===== src/rtl/multicycle_ctrl_pkg.sv =====
// multicycle_ctrl_pkg: opcode/funct constants, ULAControl encodings and FSM states
package multicycle_ctrl_pkg;
  localparam logic [5:0] OP_RTYPE = 6'b000000;
  localparam logic [5:0] OP_J     = 6'b000010;
  localparam logic [5:0] OP_BEQ   = 6'b000100;
  localparam logic [5:0] OP_ADDI  = 6'b001000;
  localparam logic [5:0] OP_LW    = 6'b100011;
  localparam logic [5:0] OP_SW    = 6'b101011;
  localparam logic [5:0] FN_SLL = 6'b000000;
  localparam logic [5:0] FN_SRL = 6'b000010;
  localparam logic [5:0] FN_ADD = 6'b100000;
  localparam logic [5:0] FN_SUB = 6'b100010;
  localparam logic [5:0] FN_AND = 6'b100100;
  localparam logic [5:0] FN_OR  = 6'b100101;
  localparam logic [5:0] FN_NOR = 6'b100111;
  localparam logic [5:0] FN_SLT = 6'b101010;
  localparam logic [2:0] ULA_AND = 3'b000;
  localparam logic [2:0] ULA_OR  = 3'b001;
  localparam logic [2:0] ULA_ADD = 3'b010;
  localparam logic [2:0] ULA_NOR = 3'b011;
  localparam logic [2:0] ULA_SLL = 3'b100;
  localparam logic [2:0] ULA_SRL = 3'b101;
  localparam logic [2:0] ULA_SUB = 3'b110;
  localparam logic [2:0] ULA_SLT = 3'b111;
  typedef enum logic [3:0] {
    S_IDLE, S_FETCH, S_DECODE, S_MEMADR, S_MEMRD, S_MEMWB, S_MEMWR,
    S_EXEC, S_ALUWB, S_BRANCH, S_ADDIEX, S_ADDIWB, S_JUMP, S_HALT
  } state_e;
endpackage


===== src/rtl/multicycle_ctrl_ula_decoder.sv =====
// ula_decoder: maps opcode/funct to ULAControl and flags decodable instructions
module ula_decoder
  import multicycle_ctrl_pkg::*;
(
  input  logic [5:0] opcode_i,
  input  logic [5:0] funct_i,
  output logic [2:0] ula_control_o,
  output logic       legal_o
);
  logic [2:0] fn_ctl;
  logic       fn_ok;
  always_comb begin
    fn_ctl = ULA_ADD;
    fn_ok  = 1'b1;
    case (funct_i)
      FN_ADD:  fn_ctl = ULA_ADD;
      FN_SUB:  fn_ctl = ULA_SUB;
      FN_AND:  fn_ctl = ULA_AND;
      FN_OR:   fn_ctl = ULA_OR;
      FN_NOR:  fn_ctl = ULA_NOR;
      FN_SLT:  fn_ctl = ULA_SLT;
      FN_SLL:  fn_ctl = ULA_SLL;
      FN_SRL:  fn_ctl = ULA_SRL;
      default: fn_ok  = 1'b0;
    endcase
    ula_control_o = (opcode_i == OP_RTYPE) ? fn_ctl : (opcode_i == OP_BEQ) ? ULA_SUB : ULA_ADD;
    legal_o = (opcode_i == OP_RTYPE) ? fn_ok : (opcode_i inside {OP_LW, OP_SW, OP_BEQ, OP_ADDI, OP_J});
  end
endmodule


===== src/rtl/multicycle_ctrl.sv =====
// multicycle_ctrl: multi-cycle FSM sequencing fetch/decode/execute/memory/writeback
// with a bounded memory handshake that halts on timeout.
module multicycle_ctrl
  import multicycle_ctrl_pkg::*;
#(
  parameter int WAIT_MAX = 15,
  parameter int CNT_W    = 4
) (
  input  logic       clk,
  input  logic       rst,
  input  logic [5:0] opcode,
  input  logic [5:0] funct,
  input  logic       z,
  input  logic       mem_ready,
  output logic       mem_req,
  output logic       mem_write,
  output logic       i_or_d,
  output logic       ir_write,
  output logic       pc_en,
  output logic [1:0] pc_src,
  output logic       alu_src_a,
  output logic [1:0] alu_src_b,
  output logic [2:0] ula_control,
  output logic       reg_write,
  output logic       reg_dst,
  output logic       mem_to_reg,
  output logic       illegal_instr,
  output logic       bus_error
);
  state_e           state_q, state_d;
  logic [CNT_W-1:0] wait_cnt_q, wait_cnt_d;
  logic             bus_error_q, bus_error_d;
  logic [2:0]       dec_ctl;
  logic             dec_legal;
  logic             waiting, timeout;

  ula_decoder u_dec (
    .opcode_i      (opcode),
    .funct_i       (funct),
    .ula_control_o (dec_ctl),
    .legal_o       (dec_legal)
  );

  always_ff @(posedge clk or negedge rst) begin
    if (!rst) begin
      state_q     <= S_IDLE;
      wait_cnt_q  <= '0;
      bus_error_q <= 1'b0;
    end else begin
      state_q     <= state_d;
      wait_cnt_q  <= wait_cnt_d;
      bus_error_q <= bus_error_d;
    end
  end

  // A ready arriving on the WAIT_MAX cycle wins over the timeout.
  assign waiting = (state_q inside {S_FETCH, S_MEMRD, S_MEMWR}) && !mem_ready;
  assign timeout = waiting && (wait_cnt_q == CNT_W'(WAIT_MAX));
  assign bus_error = bus_error_q;

  always_comb begin
    state_d       = state_q;
    mem_req       = 1'b0;
    mem_write     = 1'b0;
    i_or_d        = 1'b0;
    ir_write      = 1'b0;
    pc_en         = 1'b0;
    pc_src        = 2'b00;
    alu_src_a     = 1'b0;
    alu_src_b     = 2'b00;
    ula_control   = ULA_AND;
    reg_write     = 1'b0;
    reg_dst       = 1'b0;
    mem_to_reg    = 1'b0;
    illegal_instr = 1'b0;
    case (state_q)
      S_IDLE: state_d = S_FETCH;
      S_FETCH: begin
        mem_req     = 1'b1;
        alu_src_b   = 2'b01;
        ula_control = ULA_ADD;
        ir_write    = mem_ready;
        pc_en       = mem_ready;
        state_d     = mem_ready ? S_DECODE : S_FETCH;
      end
      S_DECODE: begin
        alu_src_b     = 2'b10;
        ula_control   = ULA_ADD;
        illegal_instr = !dec_legal;
        state_d = !dec_legal ? S_FETCH :
                  (opcode == OP_LW || opcode == OP_SW) ? S_MEMADR :
                  (opcode == OP_RTYPE) ? S_EXEC :
                  (opcode == OP_BEQ) ? S_BRANCH :
                  (opcode == OP_ADDI) ? S_ADDIEX : S_JUMP;
      end
      S_MEMADR: begin
        alu_src_a   = 1'b1;
        alu_src_b   = 2'b10;
        ula_control = ULA_ADD;
        state_d     = (opcode == OP_LW) ? S_MEMRD : S_MEMWR;
      end
      S_MEMRD: begin
        mem_req = 1'b1;
        i_or_d  = 1'b1;
        state_d = mem_ready ? S_MEMWB : S_MEMRD;
      end
      S_MEMWB: begin
        reg_write  = 1'b1;
        mem_to_reg = 1'b1;
        state_d    = S_FETCH;
      end
      S_MEMWR: begin
        mem_req   = 1'b1;
        mem_write = 1'b1;
        i_or_d    = 1'b1;
        state_d   = mem_ready ? S_FETCH : S_MEMWR;
      end
      S_EXEC: begin
        alu_src_a   = 1'b1;
        ula_control = dec_ctl;
        state_d     = S_ALUWB;
      end
      S_ALUWB: begin
        reg_write = 1'b1;
        reg_dst   = 1'b1;
        state_d   = S_FETCH;
      end
      S_BRANCH: begin
        alu_src_a   = 1'b1;
        ula_control = ULA_SUB;
        pc_src      = 2'b01;
        pc_en       = z;
        state_d     = S_FETCH;
      end
      S_ADDIEX: begin
        alu_src_a   = 1'b1;
        alu_src_b   = 2'b10;
        ula_control = ULA_ADD;
        state_d     = S_ADDIWB;
      end
      S_ADDIWB: begin
        reg_write = 1'b1;
        state_d   = S_FETCH;
      end
      S_JUMP: begin
        pc_src  = 2'b10;
        pc_en   = 1'b1;
        state_d = S_FETCH;
      end
      S_HALT: state_d = S_HALT;
      default: state_d = S_IDLE;
    endcase
    if (timeout) state_d = S_HALT;
    wait_cnt_d  = (state_d != state_q) ? '0 : waiting ? wait_cnt_q + 1'b1 : wait_cnt_q;
    bus_error_d = bus_error_q | timeout;
  end
endmodule


===== config.mk =====
export PLATFORM = sky130hd
export DESIGN_NAME = multicycle_ctrl
export DESIGN_NICKNAME = d
export VERILOG_FILES = /design/src/rtl/multicycle_ctrl_pkg.sv /design/src/rtl/multicycle_ctrl_ula_decoder.sv /design/src/rtl/multicycle_ctrl.sv
export SDC_FILE = /design/constraint.sdc
export NUM_CORES = 1
export LEC_CHECK = 0
export CAP_MARGIN = 20
export CORE_MARGIN = 2
export CORE_UTILIZATION = 68
export DETAILED_ROUTE_END_ITERATION = 8
export DONT_BUFFER_PORTS = 1
export PLACE_DENSITY = 0.94
export SLEW_MARGIN = 10
export SYNTH_ARGS = -nofsm -noshare
export SYNTH_HDL_FRONTEND = slang
export SYNTH_HIERARCHICAL = 1
export SYNTH_SLANG_ARGS = --single-unit

===== constraint.sdc =====
create_clock -name clk -period 3.22 [get_ports clk]
set_input_delay 0.322 -clock clk [delete_from_list [all_inputs] [get_ports clk]]
set_output_delay 0.322 -clock clk [all_outputs]
set_load 0.005 [all_outputs]

==> metrics.txt <==
Worst setup SP type=input port; non-filler instance count after layout=171; placed insts=166; final routed DRC violation total=0; Clock Path Buffers=2; pin count of the biggest net entering global routing=24; critical path's slowest cell=sky130_fd_sc_hd__a221oi_1; residual antenna-violating net count after detailed routing=0; share of total power consumed by net switching=0.516; top-level port count=34; Clk Latency, worst-skew pair=between 0.2 and 0.3 ns; register bit total from synthesis=9; clock tree from TritonCTS=built; worst setup margin=around 0.85 ns; highest clock frequency the design can meet=0.421 GHz; Max-Cap Viols=0; HPWL after DPL=between 2 and 2.5 mm; number of buffers inserted during clock tree synthesis=3; floorplan die width=45.5 um; RSZ-0062 raised after global routing=false; Total Power=829 uW; Most used DFF post-synth=sky130_fd_sc_hd__dfrtp_1; total of hold buffers inserted after clock tree synthesis=1; post-synthesis average cell area=about 7.4 um2; Max stage delay on crit path=0.56 ns; final total negative setup slack=0 ns; share of flip-flops with an asynchronous set or reset=1.00; 1st-pass router iterations=4; total grt overflow=0; Tightest Pin Transition=around 0.74 ns; cell types occupying the most area after synthesis=sky130_fd_sc_hd__dfrtp_1 19%, sky130_fd_sc_hd__nand2_1 6.1%, sky130_fd_sc_hd__nor3_1 5.1%; Net Sw Power=428 uW; fraction of power consumed by combinational cells=0.576; worst path bufs/invs=0; remaining max-slew budget at the tightest pin=0.504; Critical Path Sink Type=flop; arrival time reported for the critical path endpoint=approximately 2.6 ns; cell-by-cell trace of the critical path=maj3_1 > or3_2 > a221oi_1 > o211ai_1 > a32oi_1 > o221ai_2 > nor3_1; die span in y=45.5 um; count of cells resized by post-cts repair=0; clock share of power=0.116; Final Critical Period=2.37 ns; unique cell type count in the Yosys netlist=56; global-route wire length before repair=4.79 mm; Final GP Congestion=roughly 0.9; number of sinks handled by clock tree synthesis=9; max-slew violation count=0; initial antenna violation count=0; ranking of synthesized cells by instance count=19 x sky130_fd_sc_hd__nand2_1, 15 x sky130_fd_sc_hd__nor2_1, 12 x sky130_fd_sc_hd__nor3_1; sequential cell area fraction in the yosys report=0.192; number of endpoints with negative hold slack in the final report=0; wire length per cell=17.3 um; Vias per Instance=7.27; Place WS=0.585 ns; fraction of final layout cells sized beyond drive strength 1=0.104; vias post-DR=1,244; netlist area before placement=1170 um2; Syn. warnings=6; power density of the placed cells=about 700 nW/um2; area share of the largest cell type after synthesis=0.192; dominant delay contributor by cell family on the critical path=compound AO/OA/AOI/OAI gates; net count of the mapped netlist=approximately 180; Internal Dissipation=401 uW; R2R setup slack=1.00 ns; worst clock skew=0.00960 ns; clock-pin slew on the worst setup and hold paths=0.07 ns; result of the run=finished clean; largest fanout of any net on the critical path=6; Crit path required time=3.41 ns; H-Tree Depth=1; Final Cycle Share=0.737; tightest hold margin=0.306 ns; drt total wl=slightly below 3 mm; initial DRC count=46; leading area contributor after synthesis=sky130_fd_sc_hd__dfrtp_1; standby leakage power=0.432 nW; post-CTS setup repair buffer count=0; root buffer selected by CTS=sky130_fd_sc_hd__clkbuf_4; Post-layout nets=172; EDFF count, synth=0; count of standard-cell rows=15; class of the most critical hold timing path=in2reg; number of antenna diodes=0; area of the placeable core=1670 um2; overall die area=2070 um2; Syn Inst Count=159; P&R area growth vs syn=0.320%; number of global-route vias before repair=1,118; Worst VDD drop=0.405 mV; power share of the sequential group=0.308; GRT Overall Usage=0.315; starting density of the core=0.703; Port Buf Inserts=0; Fill cells=138; cell with the most instances after synthesis=sky130_fd_sc_hd__nand2_1; endpoints failing setup=0; Critical Setup Path Class=in2reg
==> cells by family (layout without fill, tap and decap cells) <==
group,count (synthesis),after routing,share of synthesized area
simple gates,87,87,0.420
compound gates,39,39,0.246
buf+inv,14,9,0.0586
flops,9,9,0.192
xor+xnor,5,5,0.0373
mux,3,3,0.0267
fa+ha+maj,2,2,0.0192
==> power by group through the flow <==
stage | clock network, mW | registers (mW) | logic (mW)
after CTS | 0.0972 | 0.250 | 0.475
after floorplan | 0 | 0.156 | 0.501
final | 0.0961 | 0.255 | 0.478
after detailed placement | 0 | 0.253 | 0.468
after global placement | 0 | 0.249 | 0.449
after global routing | 0.102 | 0.264 | 0.527
==> cells in the final DEF (no fill, tap or decap), types with 2 or more instances in the layout <==
master                     instances
sky130_fd_sc_hd__nor3_1           12
sky130_fd_sc_hd__inv_1             4
sky130_fd_sc_hd__or2b_1            2
sky130_fd_sc_hd__o22ai_1           2
sky130_fd_sc_hd__nor3b_1           2
sky130_fd_sc_hd__a21oi_1          10
sky130_fd_sc_hd__nand2_1          19
sky130_fd_sc_hd__o211ai_1          2
sky130_fd_sc_hd__and3_1            2
sky130_fd_sc_hd__or4_1             2
sky130_fd_sc_hd__nand2b_1          4
sky130_fd_sc_hd__dfrtp_1           9
sky130_fd_sc_hd__nand3_1           4
sky130_fd_sc_hd__o21ai_0           8
sky130_fd_sc_hd__mux2i_1           2
sky130_fd_sc_hd__clkbuf_4          3
sky130_fd_sc_hd__xor2_1            2
sky130_fd_sc_hd__a32oi_1           2
sky130_fd_sc_hd__nor3_2            2
sky130_fd_sc_hd__nor2_1           15
sky130_fd_sc_hd__nor2b_1           7
sky130_fd_sc_hd__xnor2_1           3
sky130_fd_sc_hd__and2_1            3
==> metal layers <==
layer,track usage,wire length (um)
met1,0.372,1160
met2,0.538,1440
met3,0.0714,269
met4,0.141,83
met5,0,0
==> worst min-delay path: cells and delay by family <==
kind	cells	cell delay [ns]
AOI/OAI and AO/OA	1	0.14
buffers and inverters	1	0.06
and+or+nand+nor	1	0.03
==> through the flow <==
step	utilization	area (um2)
6_report	0.705	1180
5_1_grt	0.705	1180
4_1_cts	0.705	1180
3_5_place_dp	0.683	1140
3_3_place_gp	0.683	1140
2_1_floorplan	-	1170
==> layout make-up <==
class                           instances  area (um2)  area share
Timing Repair Buffer                    1        10.0     0.00850
Tap cell                               17        21.3      0.0181
Clock buffer                            4        26.3      0.0223
Multi-Input combinational cell        136         880       0.747
Sequential cell                         9         225       0.191
Inverter                                4        15.0      0.0128
==> final timing paths <==
check	depth (start not counted)	end	startpoint
setup / recovery	7	wait_cnt_q[0]	opcode[3]
hold / removal	3	state_q[2]	opcode[4]
setup reg to reg	5	wait_cnt_q[0]	state_q[2]
hold reg to reg	1	bus_error	bus_error
max in group asynchronous	1	state_q[3]	rst
min in group asynchronous	1	wait_cnt_q[2]	rst
==> flip-flops by register name, indices dropped and copies added (netlist names) <==
name	count
bus_error	1
state_q	4
wait_cnt_q	4
No activity file was read; power rests on OpenSTA's default activity.
